`src/rtl/tff_ctrl_pkg.sv`:
```
`default_nettype none
// ============================================================================
// Module      : tff_ctrl_pkg
// Description : Shared types and default constants for the TFF toggle
//               sequencer front end.
// Revision    : 1.0 - initial release
// ============================================================================
package tff_ctrl_pkg;

    typedef enum logic [1:0] {
        IDLE  = 2'd0,
        ISSUE = 2'd1,
        COOL  = 2'd2
    } state_e;

    localparam int N_CH_DEF        = 3;
    localparam int DB_CYCLES_DEF   = 4;
    localparam int STEP_CYCLES_DEF = 16;
    localparam int LED_W           = 4;

endpackage
`default_nettype wire

```
`src/rtl/btn_debounce.sv`:
```
`default_nettype none
// ============================================================================
// Module      : btn_debounce
// Description : Single-channel two-flop synchroniser, debounce counter and
//               one-cycle rising-edge pulse on the debounced level.
// Revision    : 1.0 - initial release
// ============================================================================
module btn_debounce
    import tff_ctrl_pkg::*;
#(
    parameter int DB_CYCLES = DB_CYCLES_DEF
) (
    input  logic clk,
    input  logic reset,
    input  logic btn_i,
    output logic rise_o
);

    localparam int             CW      = $clog2(DB_CYCLES);
    localparam logic [CW-1:0]  CNT_MAX = CW'(DB_CYCLES - 1);

    logic          sync1_q;
    logic          sync2_q;
    logic          level_q;
    logic          level_d;
    logic          rise_q;
    logic          rise_d;
    logic [CW-1:0] cnt_q;
    logic [CW-1:0] cnt_d;

    // The edge pulse is registered alongside the level so it aligns with it.
    always_comb begin
        level_d = level_q;
        cnt_d   = '0;
        rise_d  = 1'b0;
        if (sync2_q != level_q) begin
            if (cnt_q == CNT_MAX) begin
                level_d = sync2_q;
                rise_d  = sync2_q;
            end else begin
                cnt_d = cnt_q + 1'b1;
            end
        end
    end

    always_ff @(posedge clk) begin
        if (reset) begin
            sync1_q <= 1'b0;
            sync2_q <= 1'b0;
            level_q <= 1'b0;
            rise_q  <= 1'b0;
            cnt_q   <= '0;
        end else begin
            sync1_q <= btn_i;
            sync2_q <= sync1_q;
            level_q <= level_d;
            rise_q  <= rise_d;
            cnt_q   <= cnt_d;
        end
    end

    assign rise_o = rise_q;

endmodule
`default_nettype wire

```
`src/rtl/tff_toggle_sequencer.sv`:
```
`default_nettype none
// ============================================================================
// Module      : tff_toggle_sequencer
// Description : Debounced button / auto-step requests, round-robin arbitrated
//               into one-hot toggle strobes for a TFF bank, with shadow state.
//               Define TFF_ISSUE_CNT_EN to add the issue_cnt output.
// Revision    : 1.0 - initial release
// ============================================================================
module tff_toggle_sequencer
    import tff_ctrl_pkg::*;
#(
    parameter int N_CH        = N_CH_DEF,
    parameter int DB_CYCLES   = DB_CYCLES_DEF,
    parameter int STEP_CYCLES = STEP_CYCLES_DEF
) (
    input  logic             clk,
    input  logic             reset,
    input  logic [N_CH-1:0]  btn_in,
    input  logic             auto_en,
    output logic [N_CH-1:0]  tff_t,
    output logic [N_CH-1:0]  tff_q,
    output logic             busy,
    output logic             drop,
`ifdef TFF_ISSUE_CNT_EN
    output logic [7:0]       issue_cnt,
`endif
    output logic [LED_W-1:0] led
);

    localparam int PW = $clog2(N_CH);
    localparam int TW = $clog2(STEP_CYCLES);
    localparam logic [TW-1:0] STEP_MAX = TW'(STEP_CYCLES - 1);
    localparam logic [PW-1:0] PTR_MAX  = PW'(N_CH - 1);

    state_e          state_q, state_d;
    logic [N_CH-1:0] pending_q, pending_d;
    logic [N_CH-1:0] tff_t_q, tff_t_d;
    logic [N_CH-1:0] tffq_q, tffq_d;
    logic [PW-1:0]   rr_q, rr_d;
    logic [PW-1:0]   aptr_q, aptr_d;
    logic [TW-1:0]   timer_q, timer_d;
    logic            drop_q, drop_d;

    logic [N_CH-1:0] btn_rise;
    logic [N_CH-1:0] auto_req;
    logic [N_CH-1:0] req;
    logic [N_CH-1:0] clr;
    logic [N_CH-1:0] grant_oh;
    logic [PW-1:0]   grant_idx;
    logic            grant_vld;

    for (genvar g = 0; g < N_CH; g++) begin : g_ch
        btn_debounce #(
            .DB_CYCLES (DB_CYCLES)
        ) u_db (
            .clk    (clk),
            .reset  (reset),
            .btn_i  (btn_in[g]),
            .rise_o (btn_rise[g])
        );
    end

    always_comb begin
        timer_d  = '0;
        aptr_d   = aptr_q;
        auto_req = '0;
        if (auto_en) begin
            if (timer_q == STEP_MAX) begin
                auto_req = N_CH'(1) << aptr_q;
                aptr_d   = (aptr_q == PTR_MAX) ? '0 : aptr_q + 1'b1;
            end else begin
                timer_d = timer_q + 1'b1;
            end
        end
    end

    // Round-robin search starting one past the last granted channel.
    always_comb begin
        int idx;
        grant_vld = 1'b0;
        grant_idx = rr_q;
        for (int k = 1; k <= N_CH; k++) begin
            idx = int'(rr_q) + k;
            if (idx >= N_CH) begin
                idx = idx - N_CH;
            end
            if (!grant_vld && pending_q[idx]) begin
                grant_vld = 1'b1;
                grant_idx = PW'(idx);
            end
        end
        grant_oh = N_CH'(1) << grant_idx;
    end

    always_comb begin
        state_d = state_q;
        tff_t_d = '0;
        clr     = '0;
        rr_d    = rr_q;
        tffq_d  = tffq_q;
        case (state_q)
            IDLE: begin
                if (grant_vld) begin
                    state_d = ISSUE;
                    tff_t_d = grant_oh;
                    clr     = grant_oh;
                    rr_d    = grant_idx;
                    tffq_d  = tffq_q ^ grant_oh;
                end
            end
            ISSUE:   state_d = COOL;
            COOL:    state_d = IDLE;
            default: state_d = IDLE;
        endcase
    end

    // A same-cycle re-request of the granted channel is re-queued, not dropped.
    always_comb begin
        req       = btn_rise | auto_req;
        pending_d = (pending_q & ~clr) | req;
        drop_d    = drop_q | (|((req & pending_q & ~clr) | (btn_rise & auto_req)));
    end

    always_ff @(posedge clk) begin
        if (reset) begin
            state_q   <= IDLE;
            pending_q <= '0;
            tff_t_q   <= '0;
            tffq_q    <= '0;
            rr_q      <= PTR_MAX;
            aptr_q    <= '0;
            timer_q   <= '0;
            drop_q    <= 1'b0;
        end else begin
            state_q   <= state_d;
            pending_q <= pending_d;
            tff_t_q   <= tff_t_d;
            tffq_q    <= tffq_d;
            rr_q      <= rr_d;
            aptr_q    <= aptr_d;
            timer_q   <= timer_d;
            drop_q    <= drop_d;
        end
    end

`ifdef TFF_ISSUE_CNT_EN
    logic [7:0] issue_cnt_q;
    logic       issue_go;
    assign issue_go = (state_q == IDLE) && grant_vld;

    always_ff @(posedge clk) begin
        if (reset) begin
            issue_cnt_q <= '0;
        end else if (issue_go) begin
            issue_cnt_q <= issue_cnt_q + 8'd1;
        end
    end

    assign issue_cnt = issue_cnt_q;
`endif

    assign tff_t = tff_t_q;
    assign tff_q = tffq_q;
    assign drop  = drop_q;
    assign busy  = (state_q != IDLE) || (|pending_q);

    assign led[LED_W-1] = busy;
    for (genvar g = 0; g < LED_W - 1; g++) begin : g_led
        if (g < N_CH) begin : g_bit
            assign led[g] = tffq_q[g];
        end else begin : g_zero
            assign led[g] = 1'b0;
        end
    end

endmodule
`default_nettype wire
```
`config.mk`:
```
export PLATFORM = sky130hd
export DESIGN_NAME = tff_toggle_sequencer
export DESIGN_NICKNAME = d
export VERILOG_FILES = /design/src/rtl/tff_ctrl_pkg.sv /design/src/rtl/btn_debounce.sv /design/src/rtl/tff_toggle_sequencer.sv
export SDC_FILE = /design/constraint.sdc
export NUM_CORES = 1
export LEC_CHECK = 0
export BUFFER_PORTS_ARGS = -buffer_cell sky130_fd_sc_hd__buf_2
export CELL_PAD_IN_SITES_DETAIL_PLACEMENT = 2
export CELL_PAD_IN_SITES_GLOBAL_PLACEMENT = 2
export CORE_MARGIN = 10
export CORE_UTILIZATION = 32
export DETAILED_ROUTE_END_ITERATION = 6
export HOLD_SLACK_MARGIN = 0.02
export PLACE_DENSITY = 0.79
export SLEW_MARGIN = 15
export SYNTH_ARGS = -nofsm -noshare
export SYNTH_HDL_FRONTEND = slang
export SYNTH_SLANG_ARGS = --single-unit
```
`constraint.sdc`:
```
create_clock -name clk -period 2.11 [get_ports clk]
set_input_delay 0.1055 -clock clk [delete_from_list [all_inputs] [get_ports clk]]
set_output_delay 0.1055 -clock clk [all_outputs]
set_load 0.01 [all_outputs]
```
## Word-level counts from Yosys, hierarchy flattened

Cells that the tools add are included.

| cells by class | value |
|---|---|
| add/sub/neg operators | 11 |
| $lt $le $gt $ge | 6 |
| equality and inequality tests | 10 |
| shift operators | 2 |
| muxes and demuxes | 25 |
| bitwise operators | 17 |
| reductions and logical operators | 21 |

Operators with widths:

| operator | number |
|---|---|
| 32-bit by 4-bit < comparator with 1-bit output, second input constant | 3 |
| 32-bit two-way mux | 3 |
| 3-bit OR reduction | 9 |
| 3-bit bitwise AND | 4 |
| 3-bit two-way mux | 4 |
| 3-bit by 2-bit subtractor with 4-bit output, second input constant | 3 |
| 2-bit two-way mux | 5 |
| 2-bit AND reduction | 5 |
| 3-bit by 2-bit >= comparator with 1-bit output, second input constant | 3 |
| 1-bit two-way mux | 9 |
| 3-bit bitwise OR | 3 |
| 2-bit by 1-bit adder with 2-bit output, second input constant | 4 |
| 2-bit == test, second input constant | 4 |
| 1-bit NOT | 7 |
| 2-bit by 2-bit adder with 3-bit output, second input constant | 2 |
| 1-bit binary-select mux with 2-bit select | 3 |
| 1-bit by 2-bit left shift with 3-bit output, first input constant | 2 |
| 4-bit by 1-bit adder with 4-bit output, second input constant | 1 |
| 4-bit == test, second input constant | 1 |
| 2-bit case mux with 2 select lines | 1 |
| 2-bit by 1-bit adder with 3-bit output, second input constant | 1 |
| 1-bit inequality test | 3 |
| 3-bit NOT | 1 |
| 3-bit bitwise XOR | 1 |
| 8 further kinds | 10 |

| word-level totals | value |
|---|---|
| bits in registers | 38 |
| input port bits | 6 |
| logic and storage cells | 115 |

## Longest topological paths before layout

| depth | value |
|---|---|
| depth after elaboration | 21 |
| mapped depth | 9 |
| mapped depth without buffers | 8 |

## Cells and area by module

From an unflattened synthesis, not the netlist that was laid out.

| second synthesis, totals | value |
|---|---|
| cells, all modules | 173 |
| area, all modules | 1690.4 um2 |

By module, submodules not included:

| module | instances | cells each | area an instance (um2) |
|---|---|---|---|
| tff_toggle_sequencer | 1 | 128 | 1086.0 |
| btn_debounce | 3 | 15 | 201.4 |

## Least setup slack after synthesis

Ideal clock, no wire load.

| timing | value |
|---|---|
| path kind | reg-to-reg |
| from | register rr_q[0] |
| to | register pending_q[0] |
| data arrival time | 2.201 ns |
| required time | 1.982 ns |
| path slack | -0.219 ns |
| cell stages (with the launch flop) | 10 |
| buffers on the path | 1 |
| period minus slack after synthesis | 2.329 ns |
| path through | dfxtp_1 inv_1 ha_1 buf_6 mux2i_1 a211oi_2 nand4_1 a2111o_1 a211oi_1 nor2_1 |

| on the way | value |
|---|---|
| word-level cells in the longest chain between the ends | 19 |

RTL lines:

| element | line | RTL |
|---|---|---|
| start: declaration | tff_toggle_sequencer.sv:39 | `logic [PW-1:0] rr_q, rr_d;` |
| start signal: assignment | tff_toggle_sequencer.sv:139 | `rr_q <= rr_d;` |
| 2-bit by 1-bit adder with 3-bit output | tff_toggle_sequencer.sv:83 | `idx = int'(rr_q) + k;` |
| 3-bit by 2-bit subtractor with 4-bit output or 3-bit by 2-bit >= comparator with 1-bit output (tied branches) | tff_toggle_sequencer.sv:85, tff_toggle_sequencer.sv:84 |  |
| 32-bit two-way mux | tff_toggle_sequencer.sv:84 | `if (idx >= N_CH) begin` |
| 1-bit binary-select mux with 2-bit select | tff_toggle_sequencer.sv:87 | `if (!grant_vld && pending_q[idx]) begin` |
| 1-bit two-way mux (not written as such) (2 in a row) | tff_toggle_sequencer.sv:87 |  |
| 1-bit two-way mux | tff_toggle_sequencer.sv:87 |  |
| 1-bit zero test | tff_toggle_sequencer.sv:87 |  |
| 1-bit logical AND | tff_toggle_sequencer.sv:87 |  |
| [... 2 more ...] | -- |  |
| 1-bit logical AND | tff_toggle_sequencer.sv:87 |  |
| 2-bit two-way mux | tff_toggle_sequencer.sv:87 |  |
| 1-bit by 2-bit left shift with 3-bit output | tff_toggle_sequencer.sv:92 | `grant_oh = N_CH'(1) << grant_idx;` |
| 3-bit two-way mux * | tff_toggle_sequencer.sv:103 | `if (grant_vld) begin` |
| 3-bit two-way mux * | -- |  |
| 3-bit NOT * | tff_toggle_sequencer.sv:120 | `pending_d = (pending_q & ~clr) \| req;` |
| 3-bit bitwise AND * | tff_toggle_sequencer.sv:120 |  |
| 3-bit bitwise OR * | tff_toggle_sequencer.sv:120 |  |
| end signal: assignment | tff_toggle_sequencer.sv:136 | `pending_q <= pending_d;` |
| end: declaration | tff_toggle_sequencer.sv:36 | `logic [N_CH-1:0] pending_q, pending_d;` |

Mark *: on every way between the ends. The rest lies on a longest branch, timed or not. The select of a mux whose other input is x is not followed.
A chain may end at the register's enable or synchronous reset.

## Worst setup path after layout

| timing | value |
|---|---|
| from | register rr_q[0] |
| to | register drop_q (netlist: drop) |

| on the way | value |
|---|---|
| word-level cells in the longest chain between the ends | 21 |

RTL lines:

| element | line | RTL |
|---|---|---|
| 2-bit by 1-bit adder with 3-bit output | tff_toggle_sequencer.sv:83 |  |
| 3-bit by 2-bit subtractor with 4-bit output or 3-bit by 2-bit >= comparator with 1-bit output (tied branches) | tff_toggle_sequencer.sv:85, tff_toggle_sequencer.sv:84 |  |
| 32-bit two-way mux | tff_toggle_sequencer.sv:84 |  |
| 1-bit binary-select mux with 2-bit select | tff_toggle_sequencer.sv:87 |  |
| 1-bit two-way mux (not written as such) (2 in a row) | tff_toggle_sequencer.sv:87 |  |
| 1-bit two-way mux | tff_toggle_sequencer.sv:87 |  |
| 1-bit zero test | tff_toggle_sequencer.sv:87 |  |
| 1-bit logical AND | tff_toggle_sequencer.sv:87 |  |
| [... 4 more ...] | -- |  |
| 1-bit by 2-bit left shift with 3-bit output | tff_toggle_sequencer.sv:92 |  |
| 3-bit two-way mux * | tff_toggle_sequencer.sv:103 |  |
| 3-bit two-way mux * | -- |  |
| 3-bit NOT * | tff_toggle_sequencer.sv:121 | `drop_d = drop_q \| (\|((req & pending_q & ~clr) \| (btn_rise & auto_req)));` |
| 3-bit bitwise AND * | tff_toggle_sequencer.sv:121 |  |
| 3-bit bitwise OR * | tff_toggle_sequencer.sv:121 |  |
| 3-bit OR reduction * | tff_toggle_sequencer.sv:121 |  |
| 1-bit bitwise OR * | tff_toggle_sequencer.sv:121 |  |
| end signal: assignment | tff_toggle_sequencer.sv:142 | `drop_q <= drop_d;` |
| end: declaration | tff_toggle_sequencer.sv:42 | `logic drop_q, drop_d;` |

Marked as above.

==> metrics <==
CTS H-tree lvls 2; fin crit share 111.3%; relative slew slack 62.50%; CTS tree yes; Layout area overhead 27.14%; pin count of the biggest net entering global routing 33; status finished with violations; Worst EP arrival roughly 2.5 ns; pins over their slew limit 0; max-cap violations 0; area of the multi-input gates slightly above 900 µm²; Clk network pwr share 42.2%; CP peak stage delay 0.40 ns; Final Net Count 218; Seq/Total Area, Yosys between 40 and 50%; worst slack, placed -0.2102 ns; Final Setup Violations 7; number of antenna violations at the first check in global routing 0; Clock transition at path regs about 0.08 ns; minimum clock period 2.349 ns; drc violations 0; Design Area, Final 0.002122 mm²; pwr dens 621.4 mW/mm²; Pleak 0.0008460 µW; Sw Ratio 20.81%; Crit Path Category flip-flop to flip-flop; Via density 4.967; Die W 92.22 µm; clock skew between 0.006 and 0.007 ns; detailed placement HPWL 3504 µm; Avg Cell Area, Syn ~9.5 µm²; WP data required 2.30 ns; HP Class primary input to flip-flop; crit-path cells inv_4 -> ha_4 -> buf_6 -> nand2_1 -> o22a_2 -> o21ai_1 -> a2111o_1 -> o211ai_1 -> a31oi_1; Initial Utilization 32.89%; maximum buffer depth of the clock tree 2; CTS Buf Count 5; CTS Root Cell clkbuf_8; Sw Pwr 274.4 µW; Routed Antenna Nets 0; CP Launch Type flip-flop; Min-Delay Startpoint btn_in[1]; number of DRC markers in iteration 0 34; Crit-path slowest cell dfxtp_4; Max FO, Critical Path 6; CP Launch Point rr_q[0]; synth unique cells 45; Seq cells post-synth 38; first-pass GRT wire length 8383 µm; core footprint about 0.0051 mm²; Comb pwr share 2.4%; M3 GR Usage 3.912%; Placer Congestion 0.7840; total gr overflow 0; final hold violation count 0; grt peak-use layer met2; Sequential cell area 765.7 µm²; Routed WL 5111 µm; Slew @ Worst Pin approximately 0.56 ns; n_diodes 0; failing checks setup timing; Synth top area share 45.58%; Pwr Total 1319 µW; M1 GR Usage roughly 12%; leading area contributor after synthesis dfxtp_1; # rows 26; vias in the first global route roughly 1600; cells after synthesis roughly 180; DR vias 1371; syn_nets 188; met2 Use GR 23.24%; Setup WS post-layout -0.2394 ns; Ys Warns 0; unrepaired setup endpoints after global routing true; Synth area leaders dfxtp_1 (46%), nor2_1 (7.0%), ha_1 (5.2%); placed inst area 0.001878 mm²; Die Height 92.22 µm; Filler cells about 560; FF-to-FF Start rr_q[0]; share of cells above drive strength 1 31.55%; GRT Total Usage 12.40%; Die ar. roughly 0.0085 mm²; Reg power frac between 50 and 60%; CTS sink cnt 38; DR WL/cell 18.52 µm; peak supply drop between 0.0003 and 0.0004 V; critical path capture point type flip-flop; PortBufs 17; Syn Std Cell Area 0.001669 mm²; f_max 425.6 MHz; Detailed Routing Iterations Pass 1 4; io pins 18; Worst-Skew Late Latency 0.29 ns; internal power 1044 µW
==> cell usage in the layout (no fill, tap or decap), types with 2 or more instances in the layout <==
| cell type | Yosys | final |
|---|---|---|
| ha_4 | 0 | 2 |
| nand3_1 | 4 | 4 |
| nor2b_1 | 6 | 6 |
| a31oi_1 | 2 | 2 |
| mux2i_1 | 6 | 4 |
| buf_2 | 0 | 17 |
| nand2b_1 | 2 | 2 |
| nand2_1 | 7 | 7 |
| buf_4 | 4 | 12 |
| inv_1 | 9 | 7 |
| a21oi_1 | 9 | 8 |
| or2_2 | 2 | 2 |
| xor2_1 | 5 | 5 |
| a211oi_2 | 1 | 2 |
| nand4_1 | 2 | 2 |
| nor4bb_1 | 3 | 3 |
| dfxtp_1 | 38 | 36 |
| or3_1 | 4 | 4 |
| nor2_1 | 31 | 30 |
| o21ai_1 | 0 | 2 |
| clkbuf_1 | 3 | 2 |
| ha_1 | 7 | 5 |
| buf_6 | 1 | 2 |
| o22a_2 | 1 | 2 |
| xnor2_1 | 4 | 4 |
| clkbuf_8 | 1 | 5 |
==> metal layers <==
metal  routed length, µm  vias up
li1                    -      660
met1                1967      669
met2                2786       30
met3                 227       12
met4                 129        0
met5                   0        -
==> cell type report <==
class / instances / area share, %
clock buffers: 8 / 4.776
inverters: 9 / 1.710
multi-input cells: 119 / 43.51
flip-flops and latches: 38 / 36.08
well taps: 70 / 4.127
repair buffers: 32 / 9.788
==> synth_stat cells (all sizes together) <==
master,n
dfxtp,38
nor2,31
a21oi,9
inv,9
ha,7
nand2,7
mux2i,6
nor2b,6
buf,5
xor2,5
clkbuf,4
nand3,4
or3,4
xnor2,4
nor4bb,3
a211oi,2
a31oi,2
and2,2
nand2b,2
nand4,2
o21ai,2
o22a,2
o41ai,2
or2,2
a2111o,1
a21boi,1
a311oi,1
a31o,1
mux2,1
nand3b,1
nor3,1
nor3b,1
nor4,1
o211a,1
o211ai,1
o21a,1
o21bai,1
o221ai,1
or4,1
==> state kept, by name, indices dropped and copies added (netlist names) <==
| signal | count |
|---|---|
| g_ch.u_db.level_q | 3 |
| timer_q | 4 |
| state_q | 2 |
| g_ch.u_db.rise_o | 3 |
| rr_q | 2 |
| g_ch.u_db.sync1_q | 3 |
| tff_t | 3 |
| tff_q | 3 |
| g_ch.u_db.cnt_q | 6 |
| aptr_q | 2 |
| drop | 1 |
| g_ch.u_db.sync2_q | 3 |
| pending_q | 3 |
==> final timing paths <==
kind | to | slack (ns) | cells past startpoint
hold / removal | g_ch[1].u_db.sync1_q | 0.03 | 2
setup / recovery | drop | -0.24 | 9
hold reg to reg | g_ch[1].u_db.cnt_q[0] | 0.43 | 1
setup reg to reg | drop | -0.24 | 9
==> cell families (layout without fill, tap and decap cells) <==
| logic type | Yosys count | in the layout | share of synthesized area (%) |
|---|---|---|---|
| compound gates | 28 | 28 | 13.42 |
| fa+ha+maj | 7 | 7 | 5.247 |
| buf+inv | 18 | 49 | 5.997 |
| simple gates | 68 | 68 | 20.54 |
| flops | 38 | 38 | 45.58 |
| xor+xnor | 9 | 9 | 4.722 |
| mux | 7 | 7 | 4.498 |
==> power groups by stage <==
stage	Combinational, µW	Sequential [µW]	Clock (µW)
after floorplan	20.3	745	0
after global placement	26.7	745	0
after detailed placement	30.6	747	0
after CTS	32.7	730	574
after global routing	37.2	731	609
final	31.9	730	557
==> timing repair <==
action	CTS	global route
hold buffers	1	0
gates resized for setup	15	7
endpoints found under the setup margin	8	11
endpoints found under the hold margin	1	0
buffers inserted	3	3
pin swaps	8	4
==> critical path: cells and delay by family, from the launching register on <==
family,cells,cell delay [ns]
buf+inv,2,0.20
fa+ha+maj,1,0.33
simple gates,1,0.05
flops,1,0.40
compound gates,5,1.27
==> metrics by stage <==
stage / TNS, ns / cells / utilization [%] / hold slack [ns]
floorplan: 0 / 175 / - / 0.2337
global placement: -0.08529 / 261 / 37.01 / 0.3204
CTS: -0.6336 / 273 / 40.73 / 0.02093
global route: -2.020 / 276 / 41.81 / 0.04455
detailed placement: -0.5206 / 261 / 37.01 / 0.3253
finish: -0.9843 / 276 / 41.81 / 0.02747
(Power assumes the default switching activity.)
